<file path="src/rtl/bp_be_issue_pair_arbiter_pkg.sv">
// Shared types and constants for the backend dual-issue pair arbiter.
package bp_be_pkg;

    typedef enum logic [0:0] {
        e_pair  = 1'b0,
        e_split = 1'b1
    } bp_be_pair_state_e;

    // Bit positions inside each slot's 4-bit {fence,csr,long,mem} class field.
    localparam int unsigned cls_mem_lp   = 0;
    localparam int unsigned cls_long_lp  = 1;
    localparam int unsigned cls_csr_lp   = 2;
    localparam int unsigned cls_fence_lp = 3;

    function automatic logic [3:0] slot_class(input logic [7:0] classes, input logic younger);
        slot_class = younger ? classes[7:4] : classes[3:0];
    endfunction

endpackage

</file>
<file path="src/rtl/bp_be_issue_pair_arbiter_if.sv">
// Pair-issue handshake bundle between the issue queue/hazard detector and the arbiter.
interface bp_be_issue_pair_arbiter_if #(
    parameter int reg_addr_width_p = 5,
    parameter int stat_width_p     = 32
);
    logic [1:0]                    slot_v_i;
    logic [7:0]                    slot_class_i;
    logic [reg_addr_width_p-1:0]   slot1_rd_addr_i;
    logic [1:0]                    slot1_wb_v_i;
    logic [3*reg_addr_width_p-1:0] slot2_rs_addr_i;
    logic [1:0]                    slot2_irs_v_i;
    logic [2:0]                    slot2_frs_v_i;
    logic [1:0]                    dispatch_ready_i;
    logic                          flush_i;
    logic [1:0]                    issue_o;
    logic                          pair_yumi_o;
    logic                          split_o;
    logic [stat_width_p-1:0]       pair_cnt_o;
    logic [stat_width_p-1:0]       single_cnt_o;

    modport master (
        output slot_v_i, slot_class_i, slot1_rd_addr_i, slot1_wb_v_i, slot2_rs_addr_i,
               slot2_irs_v_i, slot2_frs_v_i, dispatch_ready_i, flush_i,
        input  issue_o, pair_yumi_o, split_o, pair_cnt_o, single_cnt_o
    );

    modport slave (
        input  slot_v_i, slot_class_i, slot1_rd_addr_i, slot1_wb_v_i, slot2_rs_addr_i,
               slot2_irs_v_i, slot2_frs_v_i, dispatch_ready_i, flush_i,
        output issue_o, pair_yumi_o, split_o, pair_cnt_o, single_cnt_o
    );
endinterface

</file>
<file path="src/rtl/bp_be_issue_pair_arbiter_hazard.sv">
// Combinational intra-pair conflict check: structural class clashes plus slot1->slot2 RAW.
module bp_be_pair_hazard
    import bp_be_pkg::*;
#(
    parameter int reg_addr_width_p = 5
) (
    input  logic [7:0]                    slot_class_i,
    input  logic [reg_addr_width_p-1:0]   slot1_rd_addr_i,
    input  logic [1:0]                    slot1_wb_v_i,
    input  logic [3*reg_addr_width_p-1:0] slot2_rs_addr_i,
    input  logic [1:0]                    slot2_irs_v_i,
    input  logic [2:0]                    slot2_frs_v_i,
    output logic                          conflict,
    output logic                          raw
);
    logic [3:0] cls1_s;
    logic [3:0] cls2_s;
    logic [2:0] rs_hit_s;
    logic       iraw_s;
    logic       fraw_s;

    // Address compare of each slot2 source against slot1 destination; x0 is exempt only for integers.
    always_comb begin
        rs_hit_s = 3'b000;
        for (int i = 0; i < 3; i++) begin
            rs_hit_s[i] = (slot2_rs_addr_i[i*reg_addr_width_p +: reg_addr_width_p] == slot1_rd_addr_i);
        end
        iraw_s = slot1_wb_v_i[0] & (slot1_rd_addr_i != {reg_addr_width_p{1'b0}})
               & (|(slot2_irs_v_i & rs_hit_s[1:0]));
        fraw_s = slot1_wb_v_i[1] & (|(slot2_frs_v_i & rs_hit_s));
        raw    = iraw_s | fraw_s;
    end

    // Structural class clashes combined with RAW into a single conflict flag.
    always_comb begin
        cls1_s   = slot_class(slot_class_i, 1'b0);
        cls2_s   = slot_class(slot_class_i, 1'b1);
        conflict = (cls1_s[cls_mem_lp] & cls2_s[cls_mem_lp])
                 | (cls1_s[cls_long_lp] & cls2_s[cls_long_lp])
                 | cls1_s[cls_csr_lp] | cls1_s[cls_fence_lp]
                 | cls2_s[cls_csr_lp] | cls2_s[cls_fence_lp]
                 | raw;
    end

endmodule

</file>
<file path="src/rtl/bp_be_issue_pair_arbiter.sv">
// Dual-issue pair arbiter: issues both slots together or splits them oldest-first.
// Optional statistics counters compiled in with `define BP_BE_ISSUE_PAIR_STATS_EN.
module bp_be_issue_pair_arbiter
    import bp_be_pkg::*;
#(
    parameter int reg_addr_width_p = 5,
    parameter int stat_width_p     = 32
) (
    input logic                         clk_i,
    input logic                         reset_n_i,
    bp_be_issue_pair_arbiter_if.slave   pair_if
);
    bp_be_pair_state_e state_r;
    bp_be_pair_state_e state_n_s;
    logic [1:0]        issue_s;
    logic              yumi_s;
    logic              conflict_s;
    logic              raw_s;

    bp_be_pair_hazard #(.reg_addr_width_p(reg_addr_width_p)) hazard (
        .slot_class_i    (pair_if.slot_class_i),
        .slot1_rd_addr_i (pair_if.slot1_rd_addr_i),
        .slot1_wb_v_i    (pair_if.slot1_wb_v_i),
        .slot2_rs_addr_i (pair_if.slot2_rs_addr_i),
        .slot2_irs_v_i   (pair_if.slot2_irs_v_i),
        .slot2_frs_v_i   (pair_if.slot2_frs_v_i),
        .conflict        (conflict_s),
        .raw             (raw_s)
    );

    // Same-cycle grant decision; reset and flush squash every grant.
    always_comb begin
        issue_s   = 2'b00;
        yumi_s    = 1'b0;
        state_n_s = state_r;
        if (!reset_n_i) begin
            state_n_s = e_pair;
        end else if (pair_if.flush_i) begin
            state_n_s = e_pair;
        end else begin
            case (state_r)
                e_pair: begin
                    if (pair_if.slot_v_i[0] & pair_if.dispatch_ready_i[0]) begin
                        if (!pair_if.slot_v_i[1]) begin
                            issue_s = 2'b01;
                            yumi_s  = 1'b1;
                        end else if (!conflict_s & pair_if.dispatch_ready_i[1]) begin
                            issue_s = 2'b11;
                            yumi_s  = 1'b1;
                        end else begin
                            issue_s   = 2'b01;
                            state_n_s = e_split;
                        end
                    end else begin
                        issue_s = 2'b00;
                    end
                end
                e_split: begin
                    // Pair is held stable upstream, so conflict is not re-evaluated here.
                    if (pair_if.slot_v_i[1] & pair_if.dispatch_ready_i[1]) begin
                        issue_s   = 2'b10;
                        yumi_s    = 1'b1;
                        state_n_s = e_pair;
                    end else begin
                        issue_s = 2'b00;
                    end
                end
                default: begin
                    state_n_s = e_pair;
                end
            endcase
        end
    end

    // Pair/split state register.
    always_ff @(posedge clk_i or negedge reset_n_i) begin
        if (!reset_n_i) begin
            state_r <= e_pair;
        end else begin
            state_r <= state_n_s;
        end
    end

    assign pair_if.issue_o     = issue_s;
    assign pair_if.pair_yumi_o = yumi_s;
    assign pair_if.split_o     = (state_r == e_split);

`ifdef BP_BE_ISSUE_PAIR_STATS_EN
    logic [stat_width_p-1:0] pair_cnt_r;
    logic [stat_width_p-1:0] single_cnt_r;

    // Saturating dual-issue and single-issue cycle counters.
    always_ff @(posedge clk_i or negedge reset_n_i) begin
        if (!reset_n_i) begin
            pair_cnt_r   <= {stat_width_p{1'b0}};
            single_cnt_r <= {stat_width_p{1'b0}};
        end else begin
            if ((issue_s == 2'b11) && (pair_cnt_r != {stat_width_p{1'b1}})) begin
                pair_cnt_r <= pair_cnt_r + stat_width_p'(1);
            end
            if ((issue_s == 2'b01 || issue_s == 2'b10) && (single_cnt_r != {stat_width_p{1'b1}})) begin
                single_cnt_r <= single_cnt_r + stat_width_p'(1);
            end
        end
    end

    assign pair_if.pair_cnt_o   = pair_cnt_r;
    assign pair_if.single_cnt_o = single_cnt_r;
`else
    assign pair_if.pair_cnt_o   = {stat_width_p{1'b0}};
    assign pair_if.single_cnt_o = {stat_width_p{1'b0}};
`endif

endmodule

</file>
<file path="src/flat_wrapper.sv">
// flat-port wrapper written by rule: the top's interface ports become plain ports
module bp_be_issue_pair_arbiter_flat import bp_be_pkg::*;
#(
    parameter int reg_addr_width_p = 5,
    parameter int stat_width_p     = 32
)
  (clk_i, reset_n_i, pair_if_slot_v_i, pair_if_slot_class_i, pair_if_slot1_rd_addr_i, pair_if_slot1_wb_v_i, pair_if_slot2_rs_addr_i, pair_if_slot2_irs_v_i, pair_if_slot2_frs_v_i, pair_if_dispatch_ready_i, pair_if_flush_i, pair_if_issue_o, pair_if_pair_yumi_o, pair_if_split_o, pair_if_pair_cnt_o, pair_if_single_cnt_o);
  bp_be_issue_pair_arbiter_if #(.reg_addr_width_p(reg_addr_width_p), .stat_width_p(stat_width_p)) pair_if_i ();
  input logic clk_i;
  input logic reset_n_i;
  input wire logic [$bits(pair_if_i.slot_v_i)-1:0] pair_if_slot_v_i;
  input wire logic [$bits(pair_if_i.slot_class_i)-1:0] pair_if_slot_class_i;
  input wire logic [$bits(pair_if_i.slot1_rd_addr_i)-1:0] pair_if_slot1_rd_addr_i;
  input wire logic [$bits(pair_if_i.slot1_wb_v_i)-1:0] pair_if_slot1_wb_v_i;
  input wire logic [$bits(pair_if_i.slot2_rs_addr_i)-1:0] pair_if_slot2_rs_addr_i;
  input wire logic [$bits(pair_if_i.slot2_irs_v_i)-1:0] pair_if_slot2_irs_v_i;
  input wire logic [$bits(pair_if_i.slot2_frs_v_i)-1:0] pair_if_slot2_frs_v_i;
  input wire logic [$bits(pair_if_i.dispatch_ready_i)-1:0] pair_if_dispatch_ready_i;
  input wire logic [$bits(pair_if_i.flush_i)-1:0] pair_if_flush_i;
  output wire logic [$bits(pair_if_i.issue_o)-1:0] pair_if_issue_o;
  output wire logic [$bits(pair_if_i.pair_yumi_o)-1:0] pair_if_pair_yumi_o;
  output wire logic [$bits(pair_if_i.split_o)-1:0] pair_if_split_o;
  output wire logic [$bits(pair_if_i.pair_cnt_o)-1:0] pair_if_pair_cnt_o;
  output wire logic [$bits(pair_if_i.single_cnt_o)-1:0] pair_if_single_cnt_o;
  assign pair_if_i.slot_v_i = pair_if_slot_v_i;
  assign pair_if_i.slot_class_i = pair_if_slot_class_i;
  assign pair_if_i.slot1_rd_addr_i = pair_if_slot1_rd_addr_i;
  assign pair_if_i.slot1_wb_v_i = pair_if_slot1_wb_v_i;
  assign pair_if_i.slot2_rs_addr_i = pair_if_slot2_rs_addr_i;
  assign pair_if_i.slot2_irs_v_i = pair_if_slot2_irs_v_i;
  assign pair_if_i.slot2_frs_v_i = pair_if_slot2_frs_v_i;
  assign pair_if_i.dispatch_ready_i = pair_if_dispatch_ready_i;
  assign pair_if_i.flush_i = pair_if_flush_i;
  assign pair_if_issue_o = pair_if_i.issue_o;
  assign pair_if_pair_yumi_o = pair_if_i.pair_yumi_o;
  assign pair_if_split_o = pair_if_i.split_o;
  assign pair_if_pair_cnt_o = pair_if_i.pair_cnt_o;
  assign pair_if_single_cnt_o = pair_if_i.single_cnt_o;
  bp_be_issue_pair_arbiter #(.reg_addr_width_p(reg_addr_width_p), .stat_width_p(stat_width_p)) u_core (.clk_i(clk_i), .reset_n_i(reset_n_i), .pair_if(pair_if_i));
endmodule
</file>
<file path="config.mk">
export PLATFORM = sky130hd
export DESIGN_NAME = bp_be_issue_pair_arbiter_flat
export DESIGN_NICKNAME = d
export VERILOG_FILES = /design/src/rtl/bp_be_issue_pair_arbiter_pkg.sv /design/src/rtl/bp_be_issue_pair_arbiter_if.sv /design/src/rtl/bp_be_issue_pair_arbiter_hazard.sv /design/src/rtl/bp_be_issue_pair_arbiter.sv /design/src/flat_wrapper.sv
export SDC_FILE = /design/constraint.sdc
export NUM_CORES = 1
export LEC_CHECK = 0
export ABC_AREA = 1
export CAP_MARGIN = 20
export CORE_UTILIZATION = 29
export DETAILED_ROUTE_END_ITERATION = 8
export GPL_TIMING_DRIVEN = 0
export PLACE_DENSITY = 0.95
export SYNTH_ARGS = -nofsm -noshare
export SYNTH_HDL_FRONTEND = slang
export SYNTH_SLANG_ARGS = --single-unit
</file>
<file path="constraint.sdc">
create_clock -name clk_i -period 2.9 [get_ports clk_i]
set_clock_uncertainty 0.1 [all_clocks]
set_input_delay 0.29 -clock clk_i [delete_from_list [all_inputs] [get_ports clk_i]]
set_output_delay 0.29 -clock clk_i [all_outputs]
set_load 0.1 [all_outputs]
</file>
# Word level (Yosys, flattened, before mapping)
# Index checks and enable logic that the tools add are counted.
[word_totals]
wordCells = 47
ff_bits = 1
inputBits = 42
output_inout_bits = 68
[classes]
n_reduce_logical = 4
eq_ne = 3
bitwise_logic = 18
n_mux = 21
[ops]
columns = ["op", "n"]
rows = [
  ["$eq A5 B5 Y1", 3],
  ["$mux W1", 12],
  ["$mux W2", 6],
  ["$and A1 B1 Y1", 8],
  ["$or A1 B1 Y1", 7],
  ["$reduce_bool A5 Y1", 1],
  ["$pmux W1 S2", 2],
  ["$pmux W2 S2", 1],
  ["$and A3 B3 Y3", 1],
  ["$reduce_or A3 Y1", 1],
  ["$and A2 B2 Y2", 1],
  ["$reduce_or A2 Y1", 1],
  ["$logic_not A1 Y1", 1],
  ["$not A1 Y1", 1],
]

# Longest topological paths before layout
[logic_depth]
ltp_word = 15
mapped_depth = 11

# Modules after synthesis
# From an unflattened synthesis, not the netlist that was laid out.
[unflattened]
hier_cells = 160
area_unflattened_um2 = 927.1
[modules_own_cells]
columns = ["module", "cells_each", "n_inst", "area_each_um2", "seq_area_each_um2"]
rows = [
  ["bp_be_issue_pair_arbiter", 88, 1, 608.1, 25.0],
  ["bp_be_pair_hazard", 72, 1, 319.1, 0.0],
]

# Least setup slack after synthesis
# No wires, ideal clock.
[synth_path]
path_type = "register to output"
start = "reg u_core.state_r, in the netlist u_core.pair_if.split_o"
end = "out pair_if_issue_o[0]"
stages_incl_launch_ff = 2
arrival_time_ns = 2.975
path_slack_ns = -0.465
path_cell_list = "dfrtp_1 nor3_1"
[synth_via]
elab_chain_cells = 4
[synth_rtl]
columns = ["item", "line_no", "source"]
rows = [
  ["start, declared", "bp_be_issue_pair_arbiter.sv:13", "bp_be_pair_state_e state_r;"],
  ["start signal, assigned", "bp_be_issue_pair_arbiter.sv:78", "state_r <= e_pair;"],
  ["start signal, assigned", "bp_be_issue_pair_arbiter.sv:80", "state_r <= state_n_s;"],
  ["$not A1 Y1", "bp_be_issue_pair_arbiter.sv:41", "case (state_r)"],
  ["$pmux W2 S2 (*)", "bp_be_issue_pair_arbiter.sv:41", ""],
  ["$mux W2 (*)", "bp_be_issue_pair_arbiter.sv:38", "end else if (pair_if.flush_i) begin"],
  ["$mux W2 (*)", "bp_be_issue_pair_arbiter.sv:36", "if (!reset_n_i) begin"],
  ["end, declared", "flat_wrapper.sv:20", "output wire logic [$bits(pair_if_i.issue_o)-1:0] pair_if_issue_o;"],
]
# Mark *: on every way between the ends. The rest lies on a longest branch, timed or not.

# Worst setup path in the final report
[layout_path]
start = "in reset_n_i"
end = "out pair_if_issue_o[0]"
[layout_via]
elab_chain_cells = 1
[layout_rtl]
columns = ["item", "line_no", "source"]
rows = [
  ["start, declared", "flat_wrapper.sv:10", "input logic reset_n_i;"],
  ["$mux W2", "bp_be_issue_pair_arbiter.sv:36", ""],
]
# No other way between the ends.

==> results.rst <==
.. list-table::
   :header-rows: 1

   * - Metric
     - Value
   * - Outcome
     - completed
   * - Worst R2R Setup Slack
     - around 2000 ps
   * - Highest cell delay on the worst timing path
     - between 1000 and 1500 ps
   * - Resized Gates After CTS
     - 5
   * - Number of antenna violations at the first check in global routing
     - 0
   * - Area of the core
     - 3030 um^2
   * - Largest net degree at the start of global routing
     - 6
   * - YS warnings
     - 0
   * - Relative contribution of the clock network to total power
     - 0%
   * - Global-route wire length before repair
     - 3.19 mm
   * - Worst endpoint data arrival time
     - between 2000 and 2500 ps
   * - Combinational family with the most area after synthesis
     - buffers and inverters
   * - Fraction of synthesized cell area in xor and xnor cells
     - under 10%
   * - Y dimension of the die
     - just under 60 um
   * - Area fraction in compound gates after synthesis
     - roughly 8.1%
   * - Switching share of power
     - between 70% and 80%
   * - CP required
     - about 2500 ps
   * - Max IR drop VDD
     - around 220 uV
   * - Max Fclk
     - 0.372 GHz
   * - GRT Total Usage
     - between 10 and 15%
   * - Clock Pin Slew Worst Setup and Hold Paths
     - 0 ps
   * - Multiplexer fraction of the synthesized cell area
     - 0%
   * - Internal portion of total power
     - roughly 0.14 mW
   * - Placed cell areas
     - about 1700 um^2
   * - Largest area contributor in the synthesized netlist
     - sky130_fd_sc_hd__buf_4
   * - Port Buf Inserts
     - 45
   * - Post-detailed-placement half-perimeter wirelength
     - roughly 2.1 mm
   * - Drt initial violations
     - 17
   * - Post-CTS Setup Bufs
     - 0
   * - Proportion of synthesized chip area in sequential cells
     - about 2.7%
   * - Static leakage
     - between 0.9 and 1 nW
   * - Fillers
     - between 200 and 300
   * - Worst slack at placement
     - -339 ps
   * - Top cells by area in the synthesized netlist
     - sky130_fd_sc_hd__buf_4 52%, sky130_fd_sc_hd__nand2_1 13%, sky130_fd_sc_hd__inv_1 6.1%
   * - Total of endpoints with negative setup slack in the final report
     - 0
   * - Fin cells
     - 305
   * - First-pass iteration count of the detailed router
     - 4
   * - Hold Worst Slack
     - roughly 360 ps
   * - Combinational group share of total power
     - 97.3%
   * - Die X
     - about 58 um
   * - Total Power Consumption
     - between 0.5 and 0.6 mW
   * - Fraction of layout cells with a size suffix above 1
     - about 30%
   * - Power density relative to cell area
     - around 330 nW/um^2
   * - Antenna violation net count after detailed routing
     - 0
   * - Type of element capturing the critical path
     - output port
   * - Post-Synth Simple-Gate Area
     - a little over a quarter
   * - Netlist Area Pre-Place
     - between 900 and 1000 um^2
   * - Nature of the critical path startpoint
     - input port
   * - Total congestion overflow
     - 0
   * - Cell type of the slowest stage on the worst timing path
     - sky130_fd_sc_hd__clkdlybuf4s50_1
   * - Period minus WS final
     - between 2000 and 3000 ps
   * - Routed via count
     - between 1000 and 1500
   * - Relative contribution of sequential cells to total power
     - between 2 and 3%
   * - Count of standard-cell rows
     - 20
   * - Worst max-slew margin expressed relative to the limit
     - 34.5%
   * - Via count of the first global-routing pass
     - 800
   * - Summed negative setup slack over all endpoints
     - 0 ps
   * - Final Cell Area
     - about 1700 um^2
   * - Slew at the pin with the worst max-slew slack
     - 979 ps
   * - Final design utilization
     - between 50% and 60%
   * - Area share of the leading cell type in the synthesized netlist
     - approximately half
   * - Unrepaired setup endpoints after global routing
     - false
   * - Post-detailed-route wirelength per cell
     - ~7.3 um
   * - Cells along the critical path
     - clkdlybuf4s50_1 > inv_1 > nor2_1 > inv_1 > nor3_2 > clkdlybuf4s50_1
   * - Final hold viol count
     - 0
   * - Synth cell types
     - 21
   * - Wire length reported by the detailed router
     - approximately 2.2 mm
   * - Effective utilization at floorplan
     - a little under a third
   * - Synthesis-stage register bit count
     - 1
   * - Number of design rule violations left after detail routing
     - 0
   * - Setup slack after layout
     - 209 ps
   * - Routed vias/inst
     - approximately 3.4
   * - Latest clock arrival within the worst-skew pair
     - 0 ps
   * - Final cycle utilization of the critical path
     - between 90 and 100%
   * - Number of placed instances with taps included
     - just over 300
   * - Sw power
     - 0.418 mW
   * - Final net count
     - 305
   * - Gate count after technology mapping
     - 153
   * - Post-Synthesis Mean Instance Area
     - between 6 and 7 um^2
   * - Biggest fanout along the worst timing path
     - 2
   * - Antenna cells
     - 0
   * - Layout area overhead
     - 80.8%
   * - Quantity of hold-fixing buffers added after cts
     - 0
   * - Final slew viol count
     - 0
   * - Max reg flops
     - 1
   * - Class of the tightest hold or removal check
     - input port to async pin
   * - Final estimated routing congestion in global placement
     - ~0.74
   * - Critical Setup Path Class
     - input port to output port
   * - Adder-Cell Fraction of Synth Area
     - 0%
   * - I/O pin cnt
     - 110
   * - Die ar.
     - between 3000 and 4000 um^2
   * - Maximum capacitance violations
     - 0
## kinds of logic (layout without fill, tap and decap cells)
kind of cell,Yosys count,after routing
buffers and inverters,81,126
and+or+nand+nor,55,55
AOI/OAI and AO/OA,12,12
xor gates and xnor gates,3,3
other,1,64
DFF,1,1
## cell type report
type | count | area, um^2 | share of cell area (%)
timing repair buffer | 45 | 447 | 26.7
multi-input combinational | 134 | 601 | 35.9
buffer | 64 | 480 | 28.7
inverter | 17 | 63.8 | 3.82
tap | 44 | 55.1 | 3.29
sequential | 1 | 25.0 | 1.50
## cell usage in the layout (no fill, tap or decap), drive strengths merged, types with 2 or more instances in the layout
master / Yosys / routed
buf: 64 / 64
conb: 1 / 64
clkdlybuf4s50: 0 / 43
nand2: 34 / 34
inv: 17 / 17
nor2: 8 / 8
nand4: 7 / 7
o21ai: 6 / 6
a21oi: 6 / 6
nand3: 3 / 3
xnor2: 2 / 2
## per-layer routing
layer  share of wire (%)  GRT usage [%]  vias to the layer above  wire length [um]
li1                    -              -                      562                 -
met1                  39           13.2                      412               854
met2                  50           22.7                       56              1110
met3                  10           1.32                        2               221
met4                 1.2           2.04                        0                26
met5                   0              0                        -                 0
## power groups by stage
stage                     clock [mW]  combinational (mW)  sequential [mW]
after global routing               0               0.561           0.0150
after global placement             0               0.536           0.0149
final                              0               0.542           0.0149
after floorplan                    0               0.466           0.0170
after CTS                          0               0.539           0.0149
after detailed placement           0               0.539           0.0149
## path summary, 6_finish.rpt
check	start	end	cells after the start
min in group clk_i	u_core.pair_if.split_o$_DFF_PN0_	u_core.pair_if.split_o$_DFF_PN0_	3
setup reg to reg	u_core.pair_if.split_o$_DFF_PN0_	u_core.pair_if.split_o$_DFF_PN0_	3
hold reg to reg	u_core.pair_if.split_o$_DFF_PN0_	u_core.pair_if.split_o$_DFF_PN0_	3
setup / recovery	reset_n_i	pair_if_issue_o[0]	6
hold / removal	reset_n_i	u_core.pair_if.split_o$_DFF_PN0_	1
max in group asynchronous	reset_n_i	u_core.pair_if.split_o$_DFF_PN0_	1
## Yosys cell counts
cell	instances
sky130_fd_sc_hd__buf_4	64
sky130_fd_sc_hd__nand2_1	32
sky130_fd_sc_hd__inv_1	15
sky130_fd_sc_hd__nor2_1	8
sky130_fd_sc_hd__nand4_1	7
sky130_fd_sc_hd__o21ai_0	4
sky130_fd_sc_hd__a21oi_1	3
sky130_fd_sc_hd__a21oi_2	3
sky130_fd_sc_hd__inv_2	2
sky130_fd_sc_hd__nand2_2	2
sky130_fd_sc_hd__nand3_2	2
sky130_fd_sc_hd__xnor2_1	2
sky130_fd_sc_hd__conb_1	1
sky130_fd_sc_hd__dfrtp_1	1
sky130_fd_sc_hd__nand3_1	1
sky130_fd_sc_hd__nor3_1	1
sky130_fd_sc_hd__nor3b_1	1
sky130_fd_sc_hd__o21ai_1	1
sky130_fd_sc_hd__o21ai_2	1
sky130_fd_sc_hd__or2_0	1
sky130_fd_sc_hd__xor2_1	1
## worst max-delay path: cells and delay by family
family,cells,cell delay (ps)
buffers and inverters,4,1770
AND/OR/NAND/NOR,2,240
Power figures use the tool's default switching activity.
